[src/rtl/pipeline_adder_arbiter_pkg.sv]
// Shared constants and helpers for the arbitrated, pipelined adder.
package pipeline_adder_pkg;

    localparam int W_DEFAULT   = 64;
    localparam int N_DEFAULT   = 4;
    localparam int LAT_DEFAULT = 3;
    localparam int CS_BLK      = 8;

    // Round-robin successor of the granted requester g among n requesters.
    function automatic int unsigned rr_next(input int unsigned g, input int unsigned n);
        return (g + 32'd1 >= n) ? 32'd0 : g + 32'd1;
    endfunction

endpackage

[src/rtl/pipeline_adder_arbiter_if.sv]
// Request/response bundle between client engines and the shared adder block.
interface pipeline_adder_arbiter_if #(
    parameter int W   = 64,
    parameter int N   = 4,
    parameter int IDW = $clog2(N)
) ();
    logic [N-1:0]   req_valid;
    logic [N-1:0]   req_ready;
    logic [N*W-1:0] req_a;
    logic [N*W-1:0] req_b;
    logic [N-1:0]   req_cin;
    logic           rsp_valid;
    logic [IDW-1:0] rsp_id;
    logic [W-1:0]   rsp_sum;
    logic           rsp_cout;
    logic           busy;

    modport master (
        output req_valid, req_a, req_b, req_cin,
        input  req_ready, rsp_valid, rsp_id, rsp_sum, rsp_cout, busy
    );

    modport slave (
        input  req_valid, req_a, req_b, req_cin,
        output req_ready, rsp_valid, rsp_id, rsp_sum, rsp_cout, busy
    );
endinterface

[src/rtl/pipeline_carry_skip_adder.sv]
// LAT-deep pipelined W-bit carry-skip adder; the datapath is deliberately not reset.
module pipeline_carry_skip_adder
    import pipeline_adder_pkg::*;
#(
    parameter int W   = 64,
    parameter int LAT = 3
) (
    input  logic         clk,
    input  logic [W-1:0] a,
    input  logic [W-1:0] b,
    input  logic         cin,
    output logic [W-1:0] sum,
    output logic         cout
);

    // Ripple inside CS_BLK-bit blocks; a fully propagating block forwards its carry-in.
    function automatic logic [W:0] cs_add(input logic [W-1:0] x, input logic [W-1:0] y,
                                          input logic c_in);
        logic [W-1:0] s;
        logic         c;
        logic         cb;
        logic         p_all;
        logic         p;
        s = '0;
        c = c_in;
        for (int base = 0; base < W; base += CS_BLK) begin
            cb    = c;
            p_all = 1'b1;
            for (int j = 0; j < CS_BLK; j++) begin
                if (base + j < W) begin
                    p           = x[base+j] ^ y[base+j];
                    s[base+j]   = p ^ c;
                    c           = (x[base+j] & y[base+j]) | (p & c);
                    p_all       = p_all & p;
                end
            end
            c = p_all ? cb : c;
        end
        return {c, s};
    endfunction

    logic [W:0] stage_q [LAT];

    // Add in the first stage, then delay the result to the full pipeline depth.
    always_ff @(posedge clk) begin
        stage_q[0] <= cs_add(a, b, cin);
        for (int s = 1; s < LAT; s++) begin
            stage_q[s] <= stage_q[s-1];
        end
    end

    assign {cout, sum} = stage_q[LAT-1];

endmodule

[src/rtl/rr_arbiter.sv]
// Round-robin arbiter: combinational one-hot grant, pointer advances past each winner.
module rr_arbiter
    import pipeline_adder_pkg::*;
#(
    parameter int N   = 4,
    parameter int IDW = $clog2(N)
) (
    input  logic           clk,
    input  logic           rst,
    input  logic [N-1:0]   req,
    output logic [N-1:0]   gnt,
    output logic [IDW-1:0] gnt_id,
    output logic           gnt_any
);

    logic [IDW-1:0] ptr_q;
    logic [IDW-1:0] ptr_d;
    logic [N-1:0]   rot_s;
    logic [IDW-1:0] off_s;
    logic [IDW:0]   pos_s;

    // Rotate requests so the pointer sits at bit 0, find the nearest one, map back.
    always_comb begin
        rot_s   = N'({req, req} >> ptr_q);
        off_s   = '0;
        gnt_any = |rot_s;
        for (int k = N - 1; k >= 0; k--) begin
            if (rot_s[k]) begin
                off_s = IDW'(k);
            end else begin
                off_s = off_s;
            end
        end
        pos_s = {1'b0, ptr_q} + {1'b0, off_s};
        if (pos_s >= (IDW+1)'(N)) begin
            gnt_id = IDW'(pos_s - (IDW+1)'(N));
        end else begin
            gnt_id = IDW'(pos_s);
        end
        for (int i = 0; i < N; i++) begin
            gnt[i] = gnt_any && (gnt_id == IDW'(i));
        end
    end

    // Next pointer is the requester after the winner; idle cycles hold it.
    always_comb begin
        if (gnt_any) begin
            ptr_d = IDW'(rr_next(32'(gnt_id), N));
        end else begin
            ptr_d = ptr_q;
        end
    end

    // Pointer register.
    always_ff @(posedge clk or posedge rst) begin
        if (rst) begin
            ptr_q <= '0;
        end else begin
            ptr_q <= ptr_d;
        end
    end

endmodule

[src/rtl/pipeline_adder_arbiter.sv]
// N clients share one pipelined adder; an ID tag pipe routes each sum back to its owner.
module pipeline_adder_arbiter
    import pipeline_adder_pkg::*;
#(
    parameter int W   = W_DEFAULT,
    parameter int N   = N_DEFAULT,
    parameter int LAT = LAT_DEFAULT,
    parameter int IDW = $clog2(N)
) (
    input  logic                     clk,
    input  logic                     rst,
    pipeline_adder_arbiter_if.slave  bus
);

    logic [N-1:0]   gnt_s;
    logic [IDW-1:0] gnt_id_s;
    logic           gnt_any_s;
    logic [W-1:0]   add_a_s;
    logic [W-1:0]   add_b_s;
    logic           add_cin_s;
    logic [W-1:0]   add_sum_s;
    logic           add_cout_s;

    logic [LAT-1:0] tag_vld_q;
    logic [IDW-1:0] tag_id_q [LAT];
    logic           rsp_valid_q;
    logic [IDW-1:0] rsp_id_q;
    logic [W-1:0]   rsp_sum_q;
    logic           rsp_cout_q;

    rr_arbiter #(.N(N), .IDW(IDW)) u_arb (
        .clk     (clk),
        .rst     (rst),
        .req     (bus.req_valid),
        .gnt     (gnt_s),
        .gnt_id  (gnt_id_s),
        .gnt_any (gnt_any_s)
    );

    // AND-OR operand mux; zeros reach the adder when nothing is granted.
    always_comb begin
        add_a_s   = '0;
        add_b_s   = '0;
        add_cin_s = 1'b0;
        for (int i = 0; i < N; i++) begin
            add_a_s   = add_a_s | (bus.req_a[i*W +: W] & {W{gnt_s[i]}});
            add_b_s   = add_b_s | (bus.req_b[i*W +: W] & {W{gnt_s[i]}});
            add_cin_s = add_cin_s | (bus.req_cin[i] & gnt_s[i]);
        end
    end

    pipeline_carry_skip_adder #(.W(W), .LAT(LAT)) u_add (
        .clk  (clk),
        .a    (add_a_s),
        .b    (add_b_s),
        .cin  (add_cin_s),
        .sum  (add_sum_s),
        .cout (add_cout_s)
    );

    // Tag pipe mirrors the adder depth; reset drops in-flight tags so stale sums are masked.
    always_ff @(posedge clk or posedge rst) begin
        if (rst) begin
            tag_vld_q <= '0;
            for (int s = 0; s < LAT; s++) begin
                tag_id_q[s] <= '0;
            end
        end else begin
            tag_vld_q[0] <= gnt_any_s;
            tag_id_q[0]  <= gnt_id_s;
            for (int s = 1; s < LAT; s++) begin
                tag_vld_q[s] <= tag_vld_q[s-1];
                tag_id_q[s]  <= tag_id_q[s-1];
            end
        end
    end

    // Response register; sum/carry hold unless a tagged result is retiring.
    always_ff @(posedge clk or posedge rst) begin
        if (rst) begin
            rsp_valid_q <= 1'b0;
            rsp_id_q    <= '0;
            rsp_sum_q   <= '0;
            rsp_cout_q  <= 1'b0;
        end else begin
            rsp_valid_q <= tag_vld_q[LAT-1];
            rsp_id_q    <= tag_id_q[LAT-1];
            if (tag_vld_q[LAT-1]) begin
                rsp_sum_q  <= add_sum_s;
                rsp_cout_q <= add_cout_s;
            end
        end
    end

    assign bus.req_ready = gnt_s;
    assign bus.rsp_valid = rsp_valid_q;
    assign bus.rsp_id    = rsp_id_q;
    assign bus.rsp_sum   = rsp_sum_q;
    assign bus.rsp_cout  = rsp_cout_q;
    assign bus.busy      = (|tag_vld_q) | rsp_valid_q;

endmodule

[src/flat_wrapper.sv]
// flat-port wrapper written by rule: the top's interface ports become plain ports
module pipeline_adder_arbiter_flat import pipeline_adder_pkg::*;
#(
    parameter int W   = W_DEFAULT,
    parameter int N   = N_DEFAULT,
    parameter int LAT = LAT_DEFAULT,
    parameter int IDW = $clog2(N)
)
  (clk, rst, bus_req_valid, bus_req_a, bus_req_b, bus_req_cin, bus_req_ready, bus_rsp_valid, bus_rsp_id, bus_rsp_sum, bus_rsp_cout, bus_busy);
  pipeline_adder_arbiter_if #(.W(W), .N(N), .IDW(IDW)) bus_i ();
  input  logic clk;
  input  logic rst;
  input wire logic [$bits(bus_i.req_valid)-1:0] bus_req_valid;
  input wire logic [$bits(bus_i.req_a)-1:0] bus_req_a;
  input wire logic [$bits(bus_i.req_b)-1:0] bus_req_b;
  input wire logic [$bits(bus_i.req_cin)-1:0] bus_req_cin;
  output wire logic [$bits(bus_i.req_ready)-1:0] bus_req_ready;
  output wire logic [$bits(bus_i.rsp_valid)-1:0] bus_rsp_valid;
  output wire logic [$bits(bus_i.rsp_id)-1:0] bus_rsp_id;
  output wire logic [$bits(bus_i.rsp_sum)-1:0] bus_rsp_sum;
  output wire logic [$bits(bus_i.rsp_cout)-1:0] bus_rsp_cout;
  output wire logic [$bits(bus_i.busy)-1:0] bus_busy;
  assign bus_i.req_valid = bus_req_valid;
  assign bus_i.req_a = bus_req_a;
  assign bus_i.req_b = bus_req_b;
  assign bus_i.req_cin = bus_req_cin;
  assign bus_req_ready = bus_i.req_ready;
  assign bus_rsp_valid = bus_i.rsp_valid;
  assign bus_rsp_id = bus_i.rsp_id;
  assign bus_rsp_sum = bus_i.rsp_sum;
  assign bus_rsp_cout = bus_i.rsp_cout;
  assign bus_busy = bus_i.busy;
  pipeline_adder_arbiter #(.W(W), .N(N), .LAT(LAT), .IDW(IDW)) u_core (.clk(clk), .rst(rst), .bus(bus_i));
endmodule
[config.mk]
export PLATFORM = sky130hd
export DESIGN_NAME = pipeline_adder_arbiter_flat
export DESIGN_NICKNAME = d
export VERILOG_FILES = /design/src/rtl/pipeline_adder_arbiter_pkg.sv /design/src/rtl/pipeline_adder_arbiter_if.sv /design/src/rtl/pipeline_carry_skip_adder.sv /design/src/rtl/rr_arbiter.sv /design/src/rtl/pipeline_adder_arbiter.sv /design/src/flat_wrapper.sv
export SDC_FILE = /design/constraint.sdc
export NUM_CORES = 1
export LEC_CHECK = 0
export ABC_CLOCK_PERIOD_IN_PS = 33800
export BUFFER_PORTS_ARGS = -buffer_cell sky130_fd_sc_hd__clkbuf_2
export CAP_MARGIN = 20
export CORE_AREA = 5 5 225 227
export CTS_CLUSTER_DIAMETER = 200
export DETAILED_ROUTE_END_ITERATION = 10
export DIE_AREA = 0 0 230 232
export PLACE_DENSITY = 0.62
export SYNTH_ARGS = -nofsm -noshare
export SYNTH_HDL_FRONTEND = slang
export SYNTH_SLANG_ARGS = --single-unit
[constraint.sdc]
create_clock -name clk -period 33.8 [get_ports clk]
set_input_delay 6.76 -clock clk [delete_from_list [all_inputs] [get_ports clk]]
set_output_delay 6.76 -clock clk [all_outputs]
set_load 0.02 [all_outputs]
After elaboration in Yosys (flattened, before gate mapping). Memory sizes are Yosys's and may differ from the RTL's. A register that Yosys moved wholly into a read port is not among the register bits. Index checks and enable logic that the tools add are counted.

Bits in registers: 14. RAM bits: 195. Input bits: 522. Output and inout port bits: 73. Logic and storage cells: 436. Memories kept: 1.

Memory list: u_core.u_add.stage_q (words 3, bits a word 65, rd ports 3, clocked after memory_dff 1, wr ports 3, line pipeline_carry_skip_adder.sv:42) `logic [W:0] stage_q [LAT];`.

$add $sub $neg: 3. Order comparisons: 2. Eq/ne operators: 3. Shift-type cells: 1. Muxes and demuxes: 14. Bitwise logic cells: 398. Reductions and logical operators: 7.

Operators with widths (number): $and 64x64->64 (8); $or 64x64->64 (6); $and 1x1->1 (188); $xor 1x1->1 (128); $or 1x1->1 (68); $mux 2 (6); $mux 1 (8); $shr 8x2->4 (1); $ge 3x3->1 const B (2); $eq 2x2->1 const B (2); $logic_and 1x1->1 (4); $reduce_or 4->1 (1); $add 2x1->3 const B (1); $add 2x2->3 (1); $reduce_or 3->1 (1); $eq 2x1->1 const B (1); $logic_not 2->1 (1); $sub 2x1->2 const B (1).

Depth between registers and ports, before layout.
Depth in word-level cells: 151. Mapped depth: 98.

Modules after synthesis. From an unflattened synthesis, not the netlist that was laid out.

Cells, all modules: 1081. Area, all modules: 12614.6 sq um.

By module, submodules not included: pipeline_carry_skip_adder (instances 1, cells each 439, area an instance 6817.8 sq um, sequential area each 3903.7 sq um); pipeline_adder_arbiter (instances 1, cells each 594, area an instance 5417.7 sq um, sequential area each 1926.8 sq um); rr_arbiter (instances 1, cells each 48, area an instance 379.1 sq um, sequential area each 50.0 sq um).

Least setup slack after synthesis. No wires, ideal clock.

Kind: input to register. Start: input bus_req_valid[2]. End: memory u_core.u_add.stage_q[0][64] (netlist name). Setup time: 0.120 ns. Arrival time: 38.958 ns. Data required time: 33.680 ns. Slack: -5.278 ns. Stages: 95. Path buffers: 4. Cells stage by stage: clkbuf_1 > nor2_1 > a21oi_1 > a21oi_1 > a211o_1 > ha_1 > xnor2_1 > or4_1 > buf_2 > nand2_1 > buf_2 > buf_2 > mux2i_1 > o21ai_1 > fa_1 > fa_1 > fa_1 > fa_1 > [59 not listed] > fa_1 > fa_1 > fa_1 > fa_1 > fa_1 > fa_1 > nor2_1 > a31oi_1 > fa_1 > fa_1 > fa_1 > fa_1 > fa_1 > fa_1 > fa_1 > fa_1 > mux2i_1 > o21ai_1.

RTL lines: start: declaration (line flat_wrapper.sv:13) `input wire logic [$bits(bus_i.req_valid)-1:0] bus_req_valid;`; end: declaration (line pipeline_carry_skip_adder.sv:42).

==> flow_summary_export.csv <==
group,metric,value,unit
layout,nFillCells,4732,
global_routing,antenna_found_initial,8,
min_path,hold_class,"flop to flop",
worst_setup_path,crit_fanout,8,
clock_network,clock_latency,580,ps
timing,finClkSkew,30.18,ps
detailed_routing,drt-wirelength-per-cell,23.29,um
clock_network,clockRootBuffer,"clkbuf_16",
detailed_routing,vias,10676,
detailed_routing,via_per_inst,4.682,
synthesis,synth_most_common_cell,"dfxtp_1",
timing,timing.final.crit_share,100.3,%
synthesis,syn_inst,1018,
worst_setup_path,setup.worst_path.class,"input port to flop",
synthesis,synth_edf_count,0,
timing,finalHoldWorstSlack,305.2,ps
detailed_routing,drc_errors,0,
layout,fin_cells,2280,
global_routing,grt_pass1_wl,74740,um
floorplan,die_w,230,um
synthesis,yosys.area.top_type,"dfxtp_1",
synthesis,synth_seq_cells,274,
min_path,holdPathStages,0,
global_routing,grt_pass1_vias,11485,
synthesis,netlist_area,0.01254,sq mm
worst_setup_path,slowest_stage,"or4_4",
floorplan,fp.dieH,232,um
synthesis,yosys.area_share.xor_xnor,0.06987,%
synthesis,syn_nets,1670,
synthesis,ys_seq_area_share,46.91,%
synthesis,syn_area_per_cell,12.31,sq um
clock_network,clk_path_buf_depth,3,
synthesis,synth_area_leaders,"dfxtp_1, dfrtp_1, mux2i_1, fa_1, a22oi_1",
worst_setup_path,start_kind,"input port",
synthesis,muxShareOfSynthArea,16.31,%
placement,hpwl,45540,um
job,drv_cap,0,
timing,finalMaxSlewViolations,0,
timing,relSlewSlack,34.37,%
floorplan,core,0.04844,sq mm
synthesis,ys_async_sr_fraction,28.83,%
synthesis,synth-compound-area-share,14.37,%
timing,rsz0062_at_grt,"true",
timing,setup_viol_count_final,1,
global_routing,grt_max_degree,52,
detailed_routing,drt_iter0_markers,719,
layout,ff_latch_area,0.005884,sq mm
status,status,"finished with violations",
synthesis,yosys_warnings,0,
worst_setup_path,cp_common_cell,"fa_2",
clock_network,ctsHoldBuffers,0,
worst_setup_path,cp.arrival,34320,ps
clock_network,htree_levels,1,
worst_setup_path,cpPeakStageDelay,460,ps
clock_network,clkTransAtPathRegs,60,ps
synthesis,synth.distinct_cells,44,
clock_network,cts_buffers,30,
clock_network,cts_sinks,274,
floorplan,ios,595,
placement,gp_congestion,0.9587,
timing,max_freq,29.51,MHz
floorplan,start_util,25.88,%
layout,final_layout_size_suffix_gt1_share,52.60,%
detailed_routing,first_pass_iters,5,
detailed_routing,drt-total-wl,53110,um
layout,nNetsFinal,2282,
worst_setup_path,required,34230,ps
detailed_routing,drtAntennaViolNets,0,
synthesis,yosys.area.top_type_share,31.14,%
worst_setup_path,endpoint_kind,"flop",
placement,dp.cells,2212,
layout,design_area,0.01791,sq mm
layout,multi_input_area,0.006648,sq mm
synthesis,synth_top_family_by_area,"adder cells",
placement,place_area,0.01653,sq mm
worst_setup_path,reg2reg_depth,94,
global_routing,track_usage,18.89,%
timing,finalHoldViolCount,0,
timing,final.setup.worst_slack,-87.13,ps
synthesis,synth_ff_type,"dfxtp_1",
placement,io_buffers,594,
synthesis,synthAdderAreaFrac,16.81,%
layout,fin_util,36.97,%
global_routing,grt-ovfl-total,0,
floorplan,die-area,0.05336,sq mm
timing,fin_crit,33890,ps
clock_network,cts_tree,"done",
status,violations,"setup timing",
timing,worst_slew_pin_slew,977.9,ps
synthesis,yosys.area_share.simple,2.795,%
floorplan,core.rowCount,81,
synthesis,yosys-top-cells-count,"dfxtp_1, mux2i_1, a22oi_1, o21ai_1, dfrtp_1",
layout,area_delta_synth_final,42.86,%
critical path, delay by kind of cell:
kind | cells | cell delay [ps]
adders and majority gates | 65 | 23590
AOI/OAI and AO/OA | 16 | 2240
and+or+nand+nor | 9 | 1030
buffers and inverters | 3 | 370
xor gates and xnor gates | 1 | 140
muxes | 1 | 140
worst paths after layout:
kind / start / slack, ps / end
setup / recovery: bus_req_valid[0] / -90 / u_core.u_add.stage_q[0][64]
hold / removal: u_core.u_add.stage_q[1][1] / 310 / u_core.u_add.stage_q[2][1]
setup reg to reg: u_core.u_arb.ptr_q[0] / 5500 / u_core.u_add.stage_q[0][64]
hold reg to reg: u_core.u_add.stage_q[1][1] / 310 / u_core.u_add.stage_q[2][1]
max in group asynchronous: rst / 26490 / u_core.bus.rsp_sum[41]
min in group asynchronous: rst / 6200 / u_core.bus.rsp_sum[12]
routing by layer:
metal / track usage (%) / part of all wire (%) / vias to the layer above
li1: - / - / 4967
met1: 24.06 / 41 / 5131
met2: 30.74 / 47 / 478
met3: 5.026 / 7.8 / 90
met4: 7.454 / 3.9 / 10
met5: 0 / 0.096 / -
cell families (layout without fill, tap and decap cells):
| family | Yosys count | after routing |
|---|---|---|
| compound gates | 283 | 283 |
| xor+xnor | 1 | 1 |
| fa+ha+maj | 130 | 130 |
| buf+inv | 73 | 709 |
| flops | 274 | 274 |
| mux | 196 | 196 |
| other cells | 0 | 4 |
| simple gates | 61 | 61 |
what timing repair did:
item,CTS,global route
buffers inserted,4,4
pin swaps,5,7
endpoints found under the setup margin,3,5
resized for setup,9,42
registers in the layout, indices dropped and copies added, names as in the netlist:
signal,flops
u_core.u_add.stage_q,195
u_core.bus.rsp_sum,64
u_core.tag_id_q,6
u_core.tag_vld_q,3
u_core.bus.rsp_id,2
u_core.u_arb.ptr_q,2
u_core.bus.rsp_cout,1
u_core.bus.rsp_valid,1
metrics by stage:
| stage | worst slack (ps) | setup TNS [ps] |
|---|---|---|
| CTS | -262.7 | -378.7 |
| floorplan | 21.99 | 0 |
| global placement | -782.4 | -1776 |
| global route | -744.1 | -1629 |
| detailed placement | -1113 | -3028 |
| finish | -87.13 | -87.13 |
cell usage in the layout (no fill, tap or decap), types with 5 or more instances in the layout:
cell	synthesis	layout
fa_2	0	64
o21ai_0	25	18
inv_6	0	5
clkbuf_16	0	30
dfrtp_1	79	78
o21ai_1	111	111
a22oi_1	128	126
buf_6	1	6
ha_1	66	64
o21ai_2	0	6
mux2_2	66	66
clkbuf_2	0	591
bufinv_16	0	7
dfxtp_1	195	195
buf_4	9	50
mux2i_1	130	130
nor2_1	11	7
nand4_1	16	16
final cells by class:
cell class / instances / share of cell area [%]
tap: 622 / 4.346
clock inverter: 22 / 1.949
timing repair buffer: 649 / 19.19
sequential: 274 / 32.86
antenna: 4 / 0.05589
inverter: 4 / 0.09781
multi-input combinational: 671 / 37.12
clock buffer: 34 / 4.388
Power is left out: the tool's default activity adds up to more than one toggle a clock period on the data nets, which glitch-free logic cannot reach.
